`config.mk`:
```
export PLATFORM = sky130hd
export DESIGN_NAME = mastermind_score_seq
export DESIGN_NICKNAME = d
export VERILOG_FILES = /design/src/rtl/mastermind_pkg.sv /design/src/rtl/mastermind_turn_tracker.sv /design/src/rtl/mastermind_score_seq.sv
export SDC_FILE = /design/constraint.sdc
export NUM_CORES = 1
export LEC_CHECK = 0
export CAP_MARGIN = 20
export CORE_MARGIN = 1.5
export CORE_UTILIZATION = 48
export CTS_CLUSTER_SIZE = 40
export DETAILED_ROUTE_END_ITERATION = 10
export GPL_TIMING_DRIVEN = 0
export MAX_ROUTING_LAYER = met4
export PLACE_DENSITY = 0.8
export RECOVER_POWER = 100
export SETUP_SLACK_MARGIN = 0.2
export SLEW_MARGIN = 20
export SYNTH_ARGS = -nofsm -noshare
export SYNTH_HDL_FRONTEND = slang
export SYNTH_SLANG_ARGS = --single-unit
```
`constraint.sdc`:
```
create_clock -name clk -period 2.65 [get_ports clk]
set_input_delay 0.265 -clock clk [delete_from_list [all_inputs] [get_ports clk]]
set_output_delay 0.265 -clock clk [all_outputs]
set_load 0.005 [all_outputs]
```
`src/rtl/mastermind_pkg.sv`:
```
`default_nettype none
// ============================================================================
// Module   : mastermind_pkg
// Purpose  : Shared constants, state encoding and colour-slice helper for the
//            Mastermind scoring datapath.
// Contents : NUM_POS, DEFAULT_COLOR_W, MAX_COLOR_W, VEC_W, CNT_W,
//            state_t {IDLE, EXACT, COLOUR, DONE}, colour_at()
// Revision : 1.0 - initial release
// ============================================================================
package mastermind_pkg;

  localparam int NUM_POS         = 4;
  localparam int DEFAULT_COLOR_W = 3;
  // Upper bound on colour width; the helper works on a vector of this size
  // so it can serve any COLOR_W up to MAX_COLOR_W.
  localparam int MAX_COLOR_W     = 8;
  localparam int VEC_W           = NUM_POS * MAX_COLOR_W;
  // Peg counts range 0..4.
  localparam int CNT_W           = 3;

  typedef enum logic [1:0] {
    IDLE   = 2'd0,
    EXACT  = 2'd1,
    COLOUR = 2'd2,
    DONE   = 2'd3
  } state_t;

  // Returns the colour at position idx of a packed code vector. Bits above
  // the caller's colour width belong to the next position and must be
  // masked by the caller.
  function automatic logic [MAX_COLOR_W-1:0] colour_at(
    input logic [VEC_W-1:0] vec,
    input int unsigned      width,
    input logic [1:0]       idx
  );
    logic [VEC_W-1:0] shifted;
    shifted = vec >> (width * idx);
    return shifted[MAX_COLOR_W-1:0];
  endfunction

endpackage
`default_nettype wire

```
`src/rtl/mastermind_turn_tracker.sv`:
```
`default_nettype none
// ============================================================================
// Module   : mastermind_turn_tracker
// Purpose  : Per-game bookkeeping: counts scored guesses (saturating at
//            MAX_TURNS) and registers the win / game-over flags.
// Ports    : clk, resetn   - clock, synchronous active-low reset
//            new_game      - clears all game state (priority over done_en)
//            done_en       - one-cycle strobe: a guess has just been scored
//            black_acc     - final exact-match count of that guess
//            turn          - guesses scored this game
//            win           - last scored guess was a full match
//            game_over     - win, or the turn budget is spent
// Revision : 1.0 - initial release
// ============================================================================
module mastermind_turn_tracker
  import mastermind_pkg::*;
#(
  parameter int MAX_TURNS = 10,
  parameter int TURN_W    = 4
) (
  input  logic              clk,
  input  logic              resetn,
  input  logic              new_game,
  input  logic              done_en,
  input  logic [CNT_W-1:0]  black_acc,
  output logic [TURN_W-1:0] turn,
  output logic              win,
  output logic              game_over
);

  localparam logic [TURN_W-1:0] C_MAX_TURNS = TURN_W'(MAX_TURNS);
  localparam logic [CNT_W-1:0]  C_ALL_EXACT = CNT_W'(NUM_POS);

  logic [TURN_W-1:0] r_turn;
  logic              r_win;
  logic              r_game_over;
  logic [TURN_W-1:0] w_turn_inc;

  assign w_turn_inc = r_turn + TURN_W'(1);

  always_ff @(posedge clk) begin
    if (!resetn || new_game) begin
      r_turn      <= '0;
      r_win       <= 1'b0;
      r_game_over <= 1'b0;
    end else if (done_en) begin
      if (r_turn != C_MAX_TURNS) begin
        r_turn <= w_turn_inc;
      end
      r_win       <= (black_acc == C_ALL_EXACT);
      r_game_over <= (black_acc == C_ALL_EXACT) || (w_turn_inc == C_MAX_TURNS);
    end
  end

  assign turn      = r_turn;
  assign win       = r_win;
  assign game_over = r_game_over;

endmodule
`default_nettype wire

```
`src/rtl/mastermind_score_seq.sv`:
```
`default_nettype none
// ============================================================================
// Module   : mastermind_score_seq
// Purpose  : Scores a Mastermind guess against the secret code with a single
//            shared comparator: 4-cycle exact pass, 16-cycle colour pass,
//            1-cycle result cycle. Tracks turns, win and game-over.
// Ports    : clk, resetn   - clock, synchronous active-low reset
//            start         - pulse: score the current guess
//            new_game      - pulse: clear game state, abort scoring
//            code, guess   - packed 4 x COLOR_W, position i at [i*COLOR_W +: COLOR_W]
//            busy          - scoring in progress (EXACT/COLOUR/DONE)
//            done          - one-cycle pulse with fresh black/white
//            black, white  - exact / colour-only match counts
//            win, game_over, turn - game status
// Revision : 1.0 - initial release
// ============================================================================
module mastermind_score_seq
  import mastermind_pkg::*;
#(
  parameter int COLOR_W   = DEFAULT_COLOR_W,
  parameter int MAX_TURNS = 10,
  parameter int TURN_W    = 4
) (
  input  logic                       clk,
  input  logic                       resetn,
  input  logic                       start,
  input  logic                       new_game,
  input  logic [NUM_POS*COLOR_W-1:0] code,
  input  logic [NUM_POS*COLOR_W-1:0] guess,
  output logic                       busy,
  output logic                       done,
  output logic [CNT_W-1:0]           black,
  output logic [CNT_W-1:0]           white,
  output logic                       win,
  output logic                       game_over,
  output logic [TURN_W-1:0]          turn
);

  localparam logic [MAX_COLOR_W-1:0] c_colour_mask = MAX_COLOR_W'((1 << COLOR_W) - 1);

  state_t                     r_state;
  logic [3:0]                 r_step;       // EXACT: [1:0]=idx; COLOUR: [3:2]=g, [1:0]=c
  logic [NUM_POS*COLOR_W-1:0] r_snap_code;
  logic [NUM_POS*COLOR_W-1:0] r_snap_guess;
  logic [NUM_POS-1:0]         r_code_used;
  logic [NUM_POS-1:0]         r_guess_used;
  logic [CNT_W-1:0]           r_black_acc;
  logic [CNT_W-1:0]           r_white_acc;
  logic [CNT_W-1:0]           r_black;
  logic [CNT_W-1:0]           r_white;
  logic                       r_done;
  logic                       r_busy;

  logic [1:0]             w_gi;
  logic [1:0]             w_ci;
  logic [MAX_COLOR_W-1:0] w_guess_col;
  logic [MAX_COLOR_W-1:0] w_code_col;
  logic                   w_eq;
  logic                   w_exact_hit;
  logic                   w_colour_hit;
  logic                   w_last_colour;

  // In EXACT both sides use the same position; in COLOUR the guess index is
  // the outer loop and the code index the inner loop.
  assign w_gi = (r_state == EXACT) ? r_step[1:0] : r_step[3:2];
  assign w_ci = r_step[1:0];

  assign w_guess_col = colour_at(VEC_W'(r_snap_guess), COLOR_W, w_gi);
  assign w_code_col  = colour_at(VEC_W'(r_snap_code),  COLOR_W, w_ci);
  assign w_eq        = ((w_guess_col & c_colour_mask) == (w_code_col & c_colour_mask));

  assign w_exact_hit   = (r_state == EXACT) && w_eq;
  assign w_colour_hit  = (r_state == COLOUR) && w_eq &&
                         !r_guess_used[w_gi] && !r_code_used[w_ci];
  assign w_last_colour = (r_state == COLOUR) && (r_step == 4'hF);

  always_ff @(posedge clk) begin
    if (!resetn || new_game) begin
      r_state      <= IDLE;
      r_step       <= '0;
      r_snap_code  <= '0;
      r_snap_guess <= '0;
      r_code_used  <= '0;
      r_guess_used <= '0;
      r_black_acc  <= '0;
      r_white_acc  <= '0;
      r_black      <= '0;
      r_white      <= '0;
      r_done       <= 1'b0;
      r_busy       <= 1'b0;
    end else begin
      r_done <= 1'b0;
      case (r_state)
        IDLE: begin
          if (start && !game_over) begin
            r_snap_code  <= code;
            r_snap_guess <= guess;
            r_code_used  <= '0;
            r_guess_used <= '0;
            r_black_acc  <= '0;
            r_white_acc  <= '0;
            r_step       <= '0;
            r_busy       <= 1'b1;
            r_state      <= EXACT;
          end
        end
        EXACT: begin
          if (w_exact_hit) begin
            r_black_acc       <= r_black_acc + CNT_W'(1);
            r_code_used[w_ci] <= 1'b1;
            r_guess_used[w_gi] <= 1'b1;
          end
          if (r_step[1:0] == 2'd3) begin
            r_step  <= '0;
            r_state <= COLOUR;
          end else begin
            r_step <= r_step + 4'd1;
          end
        end
        COLOUR: begin
          if (w_colour_hit) begin
            r_white_acc        <= r_white_acc + CNT_W'(1);
            r_code_used[w_ci]  <= 1'b1;
            r_guess_used[w_gi] <= 1'b1;
          end
          r_step <= r_step + 4'd1;
          // Publish results on entry to DONE so they are valid alongside done;
          // the final comparison's hit is folded in here.
          if (w_last_colour) begin
            r_black <= r_black_acc;
            r_white <= r_white_acc + CNT_W'(w_colour_hit);
            r_done  <= 1'b1;
            r_state <= DONE;
          end
        end
        DONE: begin
          r_busy  <= 1'b0;
          r_state <= IDLE;
        end
        default: begin
          r_busy  <= 1'b0;
          r_state <= IDLE;
        end
      endcase
    end
  end

  mastermind_turn_tracker #(
    .MAX_TURNS (MAX_TURNS),
    .TURN_W    (TURN_W)
  ) u_turn_tracker (
    .clk       (clk),
    .resetn    (resetn),
    .new_game  (new_game),
    .done_en   (w_last_colour),
    .black_acc (r_black_acc),
    .turn      (turn),
    .win       (win),
    .game_over (game_over)
  );

  assign busy  = r_busy;
  assign done  = r_done;
  assign black = r_black;
  assign white = r_white;

endmodule
`default_nettype wire

```
Word level (Yosys, flattened, before mapping). Index checks and enable logic that the tools add are counted.

Add/sub/neg operators: 5. Equal/unequal tests: 14. Multiply operators: 2. Multiplexer cells: 30. Shift operators: 2. Reductions and logical operators: 29. $lt $le $gt $ge: 4. Bitwise logic cells: 3.

Operators by type and width (number): 4-bit case mux with 3 select lines (3); 4-bit 2-to-1 mux (6); 12-bit by 4-bit >> shifter with 3-bit output (2); 3-bit case mux with 2 select lines (2); 2-bit AND reduction (5); 3-bit 2-to-1 mux (3); 3-bit AND reduction (3); 4-bit by 1-bit adder with 4-bit output (second input constant) (2); 4-bit == test (second input constant) (2); 1-bit logical AND (8); 2-bit by 2-bit multiplier with 4-bit output (first input constant) (2); 2-bit 2-to-1 mux (4); 4-bit OR (2); 2-bit case mux with 4 select lines (1); 3-bit by 1-bit adder with 3-bit output (second input constant) (2); 2-bit == test (second input constant) (3); 2-bit by 3-bit < comparator with 1-bit output (second input constant) (2); 1-bit 2-to-1 mux (6); 2-bit != test (second input constant) (3); 2-bit nonzero test (3); 1-bit binary-select mux with 2-bit select (2); 1-bit demux with 2-bit select (2); 2-bit by 1-bit greater-or-equal comparator with 1-bit output (second input constant) (2); 1-bit logical NOT (4); other kinds (13) (15).

Output and inout bits: 14. Flip-flop bits (word level): 58. Input port bits: 28. Word-level logic and storage cells: 104.

Longest topological paths before layout. Gate-level depths: netlist (run 1).

Depth after elaboration: 10. Depth in mapped cells: 11. Mapped depth without buffers: 10.

Hierarchy. A second synthesis (run 1) with hierarchy kept.

Cells, all modules: 367. Area total of the unflattened synthesis: 3067.9 sq um.

By module, submodules not included: mastermind_score_seq (cells each 330, area an instance 2725.1 sq um, seq. area each 1041.0 sq um, instances 1); mastermind_turn_tracker (cells each 37, area an instance 342.8 sq um, seq. area each 120.1 sq um, instances 1).

Worst setup path after synthesis (run 1). Ideal clock, no wire load.

Path type: register -> register. Start point: register r_state[1]. End point: register r_white[2], in the netlist white[2]. Buffers on the path: 1. Setup slack: -177 ps. Data arrival time: 2741 ps. Cell stages (with the launch flop): 12. Setup time: 86 ps. Required time: 2564 ps. Clock period less this slack: 2827 ps. Cell sequence: dfxtp_1 > inv_1 > ha_1 > buf_6 > mux2i_4 > mux4_2 > xor2_1 > nor4_4 > ha_1 > ha_1 > xnor2_1 > a211oi_1.

Longest elaborated chain between the ends: 9. Elaborated cells on any way between the ends: 15. Those cells by class: add/sub (1); mul (1); eq/ne (3); shift (1); mux (3); reduce/logical (6).

Ends and longest elaborated chain: from (decl) (RTL line mastermind_score_seq.sv:41) `state_t r_state;`; from (signal assigned) (RTL line mastermind_score_seq.sv:79) `r_state <= IDLE;`; from (signal assigned) (RTL line mastermind_score_seq.sv:104) `r_state <= EXACT;`; from (signal assigned) (RTL line mastermind_score_seq.sv:115) `r_state <= COLOUR;`; 2-bit by 1-bit == test with 1-bit output (RTL line mastermind_score_seq.sv:65) `assign w_gi = (r_state == EXACT) ? r_step[1:0] : r_step[3:2];`; 2-bit 2-to-1 mux (RTL line mastermind_score_seq.sv:65); 2-bit by 2-bit multiplier with 4-bit output (RTL line mastermind_pkg.sv:37) `shifted = vec >> (width * idx);`; 12-bit by 4-bit >> shifter with 3-bit output (RTL line mastermind_pkg.sv:37); 3-bit == test (RTL line mastermind_score_seq.sv:70) `assign w_eq = ((w_guess_col & c_colour_mask) == (w_code_col & c_colour_mask));`; 1-bit logical AND (2 in series) (RTL line mastermind_score_seq.sv:73) `assign w_colour_hit = (r_state == COLOUR) && w_eq &&`; 1-bit logical AND (RTL line mastermind_score_seq.sv:74) `!r_guess_used[w_gi] && !r_code_used[w_ci];`; 3-bit by 1-bit adder with 3-bit output (RTL line mastermind_score_seq.sv:131) `r_white <= r_white_acc + CNT_W'(w_colour_hit);`; to (signal assigned) (RTL line mastermind_score_seq.sv:131); to (decl) (RTL line mastermind_score_seq.sv:50) `logic [CNT_W-1:0] r_white;`.

Several ways; a longest one is shown, not always the timed one. The select of a mux whose other input is x is not followed. A chain may end at the register's enable or synchronous reset.

Final worst setup path (run 1).
Start point: register r_state[1]. End point: register r_white_acc[0].

Longest elaborated chain between the ends: 10. Elaborated cells on any way between the ends: 18. Those cells by class: mul (1); eq/ne (5); shift (1); mux (4); reduce/logical (7).

Ends and longest elaborated chain: 2-bit by 1-bit == test with 1-bit output (RTL line mastermind_score_seq.sv:65); 2-bit 2-to-1 mux (RTL line mastermind_score_seq.sv:65); 2-bit by 2-bit multiplier with 4-bit output (RTL line mastermind_pkg.sv:37); 12-bit by 4-bit >> shifter with 3-bit output (RTL line mastermind_pkg.sv:37); 3-bit == test (RTL line mastermind_score_seq.sv:70); 1-bit logical AND (2 in series) (RTL line mastermind_score_seq.sv:73); 1-bit logical AND (RTL line mastermind_score_seq.sv:74); 2-bit != test (no line); 3-bit AND reduction (no line); to (signal assigned) (RTL line mastermind_score_seq.sv:122) `r_white_acc <= r_white_acc + CNT_W'(1);`; to (decl) (RTL line mastermind_score_seq.sv:48) `logic [CNT_W-1:0] r_white_acc;`.

Several ways; a longest one is shown, not always the timed one. The select of a mux whose other input is x is not followed.

==> out/results.tsv, run 1 <==
metric	value	unit
status	complete, but fails checks	
violations	setup timing	
syn_inst	321	
instances_no_fill	476	
synth_top_family_by_area	simple AND/OR/NAND/NOR gates	
synthAdderAreaFrac	0.08126	
cts_tree	built	
wirelength	7044	um
multi_input_area	0.001639	mm^2
period_needed	2.956	ns
dr.pass1.iters	5	
clkTransAtPathRegs	0.07	ns
globalRouteTotalUtil	0.2429	
dp_slack	-0.5021	ns
dp_hpwl	4556	um
cts_root_buffer	clkbuf_8	
coreArea	0.005540	mm^2
final_max_slew_viol_count	0	
setup_viol	17	
synthTopCellsByArea	dfxtp_1 42%, nand2_1 9.5%, ha_1 8.1%, a21oi_1 7.9%, mux4_2 5.7%	
synth-edff-count	0	
crit_fanout	4	
io-pin-count	42	
dr.first_iter.drc_count	234	
initial_core_util	0.5002	
diodes	0	
port_buffers	41	
powerDensity	480.9	mW/mm^2
die_h	78.99	um
synth_warnings	0	
vias_per_cell	5.412	
synth_ff_type	dfxtp_1	
grt_pass1_vias	2422	
relSlewSlack	0.4325	
muxShareOfSynthArea	0.08668	
critPathRequiredTime	2.86	ns
clock_latency	0.35	ns
leakagePower	0.001478	uW
cts_htree_levels	3	
grt_pass1_wl	11230	um
max_freq	338.4	MHz
synth_xor_xnor_area_share	0.01896	
skew	0.01212	ns
finalNetCount	445	
whs	0.4530	ns
yosys.area.top_type	dfxtp_1	
tightestPinTransition	0.8481	ns
num_vias	2576	
syn_area	0.002771	mm^2
area_growth	38.28	%
finalHoldViolations	0	
critPathLaunchType	register	
synth_cell_type_count	40	
syn_nets	367	
peakVddDrop	0.3496	mV
cap_violations	0	
setup_slack	-0.3055	ns
cp-end-kind	register	
rsz0062_at_grt	true	
die-area	0.006239	mm^2
ys_seq_area_frac	0.4190	
antenna_found_initial	0	
yosysMostFrequentCell	nand2_1	
ys_top_cells_by_count	70 x nand2_1, 58 x dfxtp_1, 44 x a21oi_1	
avgRoutedWirePerCell	14.80	um
grt_max_degree	11	
clock-sinks	58	
arrival	3.17	ns
placed_cells	434	
finalCritPeriodShare	1.115	
critPathKind	register to register	
synth_compound_area_frac	0.1540	
clock_path_buffers	2	
grt-ovfl-total	0	
cts_hold_buf	0	
regArea	0.001169	mm^2
cts_buffers	9	
ys_seq_elements	58	
final_antenna_net_count	0	
syn_area_per_cell	8.634	um^2
synth_top_area_share	0.4190	
synthArstFlopShare	0	
dieWidth	78.99	um
fill_cells	422	
drive_gt1_frac	0.1955	
rrSetupSlack	-0.31	ns
place.gp.congestion	0.8708	
yosys.area_share.simple	0.1919	
drc	0	
rows	27	
hp-class	register to register	
-- layout by cell type (no fill, tap or decap), drive strengths merged, types with 3 or more instances in the layout --
cell,synthesis,final
nand2,71,71
dfxtp,58,58
a21oi,44,44
buf,4,29
clkbuf,13,27
clkdlybuf4s50,0,26
nor2,25,25
ha,18,18
dlygate4sd3,0,15
inv,15,15
o21ai,11,11
nand3,9,9
mux4,8,8
a31oi,6,6
or3,4,4
a211oi,4,4
xor2,4,4
clkinv,0,3
-- metal layers --
metal	vias to the layer above	global-route usage	wire, um
met5	-	-	0
met4	0	0.1404	257
met3	24	0.03793	353
met2	101	0.3974	3579
met1	1200	0.2837	2853
li1	1251	-	-
-- logic make-up (layout without fill, tap and decap cells) --
family | after synthesis | after routing
AND/OR/NAND/NOR | 122 | 122
AO/OA/AOI/OAI | 74 | 74
flip-flops | 58 | 58
buffers and inverters | 32 | 115
adder cells (fa/ha/maj) | 18 | 18
multiplexers | 11 | 11
XOR/XNOR | 6 | 6
-- path summary, 6_finish.rpt --
check / cells after the start / endpoint / startpoint
max: 15 / r_white_acc[0] / r_state[1]
min: 2 / white[1] / white[1]
max reg2reg: 15 / r_white_acc[0] / r_state[1]
min reg2reg: 2 / white[1] / white[1]
-- worst max-delay path, stage by stage (launching register included) --
cell,delay [ns]
dfxtp_4,0.36
inv_4,0.06
ha_4,0.12
buf_8,0.10
mux2i_4,0.29
buf_12,0.14
buf_6,0.09
buf_6,0.10
mux4_2,0.36
xor2_4,0.19
nor4_4,0.31
buf_6,0.17
buf_4,0.12
mux2_4,0.30
nand2_2,0.06
a21oi_1,0.06
-- through the flow --
step | instance area [um^2] | total power (uW) | utilization | TNS, ns
floorplan | 2803 | 1038 | - | -0.9436
CTS | 3707 | 1819 | 0.6692 | -3.159
global placement | 3303 | 1110 | 0.5962 | -5.454
global route | 3832 | 1898 | 0.6917 | -5.602
detailed placement | 3303 | 1115 | 0.5962 | -6.794
finish | 3832 | 1843 | 0.6917 | -4.116
-- timing repair --
action,CTS,global route
buffers inserted,16,9
setup endpoints to repair,17,18
gates resized for setup,19,19
pin swaps,10,18
gates cloned,0,1
-- power by group --
group	switching [uW]	internal, uW
logic	125	108
registers	11.3	888
clock network	350	361
total	487	1360
-- state kept, by name, indices dropped and copies added (netlist names), 2 cells and up --
register             cells
black                    3
r_snap_guess            12
white                    3
r_step                   4
r_snap_code             12
r_white_acc              3
r_guess_used             4
r_black_acc              3
u_turn_tracker.turn      4
r_state                  2
r_code_used              4
-- layout make-up --
type / instances / area share
Timing Repair Buffer: 67 / 0.1636
Inverter: 15 / 0.01534
Sequential cell: 58 / 0.3049
Buffer: 17 / 0.02220
Clock buffer: 13 / 0.03885
Clock inverter: 3 / 0.003918
Tap cell: 72 / 0.02351
Multi-Input combinational cell: 231 / 0.4277
(Power assumes the default switching activity.)
==> run 2, diff against run 1 <==
--- a/config.mk
+++ b/config.mk
@@ -8,6 +8,7 @@
 export CAP_MARGIN = 20
 export CORE_MARGIN = 1.5
 export CORE_UTILIZATION = 48
+export CTS_BUF_LIST = sky130_fd_sc_hd__clkbuf_16
 export CTS_CLUSTER_SIZE = 40
 export DETAILED_ROUTE_END_ITERATION = 10
 export GPL_TIMING_DRIVEN = 0
==> run 2 against run 1 <==
  * The run still ends with setup timing left
  * Sequential power about the same
  * Non-clock buffer count is 5 lower
  * Cell count fell by 1.1%
  * Critical path depth unchanged
  * Clock-buffer cell count down 4
  * Register-to-register slack gained 0.02 ns
  * Power is 16% higher
  * Sequential cell count stayed put
  * Via count increased by 1.6%
  * Sequential share of layout area decreased by 0.76 points
  * Die area unchanged
  * Critical endpoint is now r_guess_used[1]
  * Largest power group is now the clock network
  * Highest routed layer unchanged
==> out/results.tsv, run 2 (synthesized netlist as in run 1, its figures left out) <==
metric	value	unit
grt_pass1_wl	11560	um
diodes	0	
cap_violations	0	
die-area	0.006239	mm^2
violations	setup timing	
combPwrFrac	0.113	
clkPwrFrac	0.465	
cp-end-kind	register	
detailed_place.area	0.003303	mm^2
cts_hold_buf	0	
final_common_cell	nand2_1	
instances_no_fill	471	
tightestPinTransition	0.8845	ns
hp-class	register to register	
critPathLaunchType	register	
coreArea	0.005540	mm^2
finalNetCount	440	
final_antenna_net_count	0	
grt_pass1_vias	2457	
cts_tree	built	
relSlewSlack	0.4082	
max_freq	340.3	MHz
drive_gt1_frac	0.2005	
setup_slack	-0.2883	ns
crit_fanout	8	
finalHoldViolations	0	
dr.first_iter.drc_count	191	
globalRouteTotalUtil	0.2492	
leakagePower	0.001499	uW
dieWidth	78.99	um
wirelength	7415	um
peakVddDrop	0.4139	mV
final_cell_mix	67 x nand2_1, 56 x dfxtp_1, 40 x a21oi_1	
p_int	1612	uW
setup_tns	-3.899	ns
placed_cells	434	
p_seq_frac	0.422	
setup_viol	17	
initial_core_util	0.5002	
reg_top3	r_snap_code (12), r_snap_guess (12)	
rsz0062_at_grt	true	
status	complete, but fails checks	
critPathRequiredTime	2.86	ns
clock-sinks	58	
drc	0	
grt-busiest-layer	met2	
dr.pass1.iters	4	
area_growth	41.81	%
use_met1	0.2971	
p_sw_frac	0.2451	
grtUsageMet3	0.05172	
clock_latency	0.33	ns
cts_buffers	9	
arrival	3.15	ns
post-route-cell-area	0.003930	mm^2
powerDensity	543.3	mW/mm^2
grt-ovfl-total	0	
num_vias	2616	
final_max_slew_viol_count	0	
grt_max_degree	11	
skew	0.007047	ns
switching_power	523.4	uW
use_met2	0.4085	
whs	0.4537	ns
avgRoutedWirePerCell	15.74	um
io-pin-count	42	
clock_path_buffers	2	
dp_hpwl	4556	um
port_buffers	41	
rows	27	
critPathKind	register to register	
vias_per_cell	5.554	
clkTransAtPathRegs	0.05	ns
place.gp.congestion	0.8708	
die_h	78.99	um
period_needed	2.938	ns
antenna_found_initial	0	
finalCritPeriodShare	1.109	
cts_htree_levels	3	
cts_root_buffer	clkbuf_16	
[run 2: cell types whose count changed in the layout (fill, tap and decap cells not counted), moves of 2 or more]
cell       delta
a21oi_2       +3
clkbuf_16     +9
clkbuf_8     -10
buf_4         -6
clkbuf_1      -3
a21oi_1       -3
inv_1         +3
nand2_2       +2
[run 2: routing by layer]
layer / vias to the layer above / wire length (um) / share of wire
met5: - / 0 / 0
met4: 0 / 190 / 0.026
met3: 19 / 358 / 0.048
met2: 98 / 3767 / 0.51
met1: 1247 / 3099 / 0.42
li1: 1252 / - / -
[run 2: area by class of cell]
| cell class | instances | area (um^2) |
|---|---|---|
| Inverter | 15 | 58.81 |
| Clock inverter | 7 | 30.03 |
| Buffer | 17 | 85.08 |
| Timing Repair Buffer | 62 | 601.8 |
| Tap cell | 72 | 90.09 |
| Sequential cell | 58 | 1169 |
| Fill cell | 408 | 1610 |
| Clock buffer | 9 | 225.2 |
| Multi-Input combinational cell | 231 | 1670 |
[run 2: repair_timing]
| action | CTS | global route |
|---|---|---|
| gates cloned | 0 | 1 |
| setup buffers | 14 | 6 |
| resized for setup | 18 | 27 |
| endpoints found under the setup margin | 17 | 18 |
| pin swaps | 10 | 16 |
[run 2: through the flow]
stage	util	setup slack, ns	power, uW
6_report	0.7094	-0.2883	2135
2_1_floorplan	-	-0.1581	1038
5_1_grt	0.7094	-0.3913	2200
4_1_cts	0.6809	-0.2458	2106
3_5_place_dp	0.5962	-0.5021	1115
3_3_place_gp	0.5962	-0.4221	1110
[run 2: critical path, cell delays in order (launching register included)]
cell and delay, ns:
dfxtp_4 0.35, inv_4 0.07, ha_4 0.13, buf_8 0.10, mux2i_4 0.28, buf_12 0.14
buf_6 0.09, buf_6 0.09, mux4_2 0.36, xor2_4 0.19, nor4_4 0.32, buf_4 0.16
o211a_4 0.17, buf_6 0.11, a21o_4 0.20, nor2_1 0.07
[run 2: power by group through the flow]
stage | sequential [uW] | clock [uW] | combinational [uW]
2_1_floorplan | 916 | 0 | 123
3_3_place_gp | 918 | 0 | 193
3_5_place_dp | 919 | 0 | 196
4_1_cts | 901 | 991 | 213
5_1_grt | 902 | 1040 | 262
6_report | 901 | 993 | 241
[run 2: final timing paths]
kind,startpoint,to,slack [ns],cells past startpoint
setup / recovery,r_state[1],r_guess_used[1],-0.29,15
hold / removal,r_snap_guess[3],r_snap_guess[3],0.45,2
setup reg to reg,r_state[1],r_guess_used[1],-0.29,15
hold reg to reg,r_snap_guess[3],r_snap_guess[3],0.45,2
==> run 3, diff against run 2 <==
--- a/config.mk
+++ b/config.mk
@@ -13,7 +13,7 @@
 export DETAILED_ROUTE_END_ITERATION = 10
 export GPL_TIMING_DRIVEN = 0
 export MAX_ROUTING_LAYER = met4
-export PLACE_DENSITY = 0.8
+export PLACE_DENSITY = 0.82
 export RECOVER_POWER = 100
 export SETUP_SLACK_MARGIN = 0.2
 export SLEW_MARGIN = 20
==> run 3 against run 2 <==
  * The run still ends with setup timing left
  * Global-route usage up 0.26 points
  * Sequential power about the same
  * Fmax about the same
  * Core utilization down 0.50 points
  * Cell count down 0.85%
  * Hold slack worse by 0.0023 ns
  * Non-clock buffer count down 4
  * Critical path type unchanged
  * Critical endpoint is now r_guess_used[3]
==> out/results.tsv, run 3 (synthesized netlist as in run 1, its figures left out) <==
metric	value	unit
status	complete, but fails checks	
violations	setup timing	
period_needed	2.935	ns
dr.first_iter.drc_count	280	
coreArea	0.005540	mm^2
area_growth	40.81	%
die-area	0.006239	mm^2
arrival	3.16	ns
leakagePower	0.001476	uW
final_cell_mix	68 x nand2_1, 56 x dfxtp_1, 42 x a21oi_1	
finalCritPeriodShare	1.108	
clkTransAtPathRegs	0.05	ns
cp-end-kind	register	
drc	0	
final_antenna_net_count	0	
cts_buffers	9	
antenna_found_initial	0	
rrSetupSlack	-0.29	ns
num_vias	2639	
globalRouteTotalUtil	0.2518	
diodes	0	
reg_top3	r_snap_code (12), r_snap_guess (12)	
skew	0.005723	ns
grt_pass1_wl	11470	um
clock_path_buffers	2	
grt-ovfl-total	0	
vias_per_cell	5.651	
setup_slack	-0.2854	ns
critPathRequiredTime	2.87	ns
crit_fanout	9	
setup_viol	17	
dp_hpwl	4519	um
regArea	0.001169	mm^2
grt_pass1_vias	2422	
dieWidth	78.99	um
dr.pass1.iters	6	
critPathKind	register to register	
die_h	78.99	um
relSlewSlack	0.4947	
avgRoutedWirePerCell	15.66	um
rsz0062_at_grt	true	
cap_violations	0	
place.gp.congestion	0.8847	
final_max_slew_viol_count	0	
finalNetCount	436	
max_freq	340.7	MHz
peakVddDrop	0.4566	mV
io-pin-count	42	
cts_htree_levels	3	
grt_max_degree	11	
cts_root_buffer	clkbuf_16	
tightestPinTransition	0.7552	ns
cts_tree	built	
initial_core_util	0.5002	
cp_cell_sequence	inv_4 -> ha_4 -> buf_8 -> mux2i_4 -> mux4_2 -> or3_4 -> nor4_4 -> buf_4 -> o211a_1 -> buf_6 -> a21o_4 -> nor2_1	
clock-sinks	58	
max_stage_delay	0.52	ns
fin_util	0.7044	
instances_no_fill	467	
multi_input_area	0.001622	mm^2
placed_cells	434	
powerDensity	626.0	mW/mm^2
clock_latency	0.33	ns
hp-class	register to register	
power	2443	uW
finalHoldViolations	0	
critPathLaunchType	register	
port_buffers	41	
rows	27	
wirelength	7311	um
drive_gt1_frac	0.1747	
slowest_stage	mux4_2	
final_common_cell	nand2_1	
fill_cells	422	
-- run 3: cell type report --
| type | instances | area share |
|---|---|---|
| multi-input cells | 231 | 0.4155 |
| flip-flops and latches | 58 | 0.2995 |
| repair buffers | 58 | 0.1398 |
| clock buffers | 9 | 0.05771 |
| clock inverters | 7 | 0.02757 |
| well taps | 72 | 0.02308 |
| plain buffers | 17 | 0.02180 |
| inverters | 15 | 0.01507 |
-- run 3: metrics by stage --
stage                     setup TNS, ns  setup WS, ns  instance area (um^2)  hold WS [ns]
after global placement           -5.378       -0.4198                  3303        0.4405
after detailed placement         -6.063       -0.4666                  3303        0.4471
after floorplan                 -0.9436       -0.1581                  2803        0.4010
after global routing             -5.068       -0.3676                  3902        0.4764
after CTS                        -2.819       -0.2215                  3820        0.4524
final                            -3.696       -0.2854                  3902        0.4513
-- run 3: worst max-delay path, delay by kind of cell (launching register included) --
kind	cells	cell delay (ns)
AO/OA/AOI/OAI	2	0.34
buffers and inverters	4	0.48
flip-flops	1	0.35
AND/OR/NAND/NOR	3	0.75
multiplexers	2	0.77
adder cells (fa/ha/maj)	1	0.14
-- run 3: worst paths after layout --
check                   from              end  cells past startpoint
hold / removal      white[1]         white[1]                      2
setup / recovery  r_state[1]  r_guess_used[3]                     12
hold reg to reg     white[1]         white[1]                      2
setup reg to reg  r_state[1]  r_guess_used[3]                     12
-- run 3: where the power goes --
| group | internal (uW) | switching (uW) | total (uW) | leakage [uW] |
|---|---|---|---|---|
| clock | 907 | 411 | 1320 | 0.000164 |
| sequential | 889 | 11.2 | 900 | 0.000471 |
| combinational | 101 | 123 | 224 | 0.000841 |
-- run 3: timing repair --
item	CTS	global route
endpoints found under the setup margin	17	19
gates cloned	0	0
resized for setup	19	13
buffers inserted	12	5
hold buffers	0	0
pin swaps	9	5
-- run 3: layer usage --
metal	track usage	part of all wire
met2	0.4009	0.51
met5	-	0
met3	0.06782	0.060
met1	0.2922	0.39
met4	0.1298	0.039
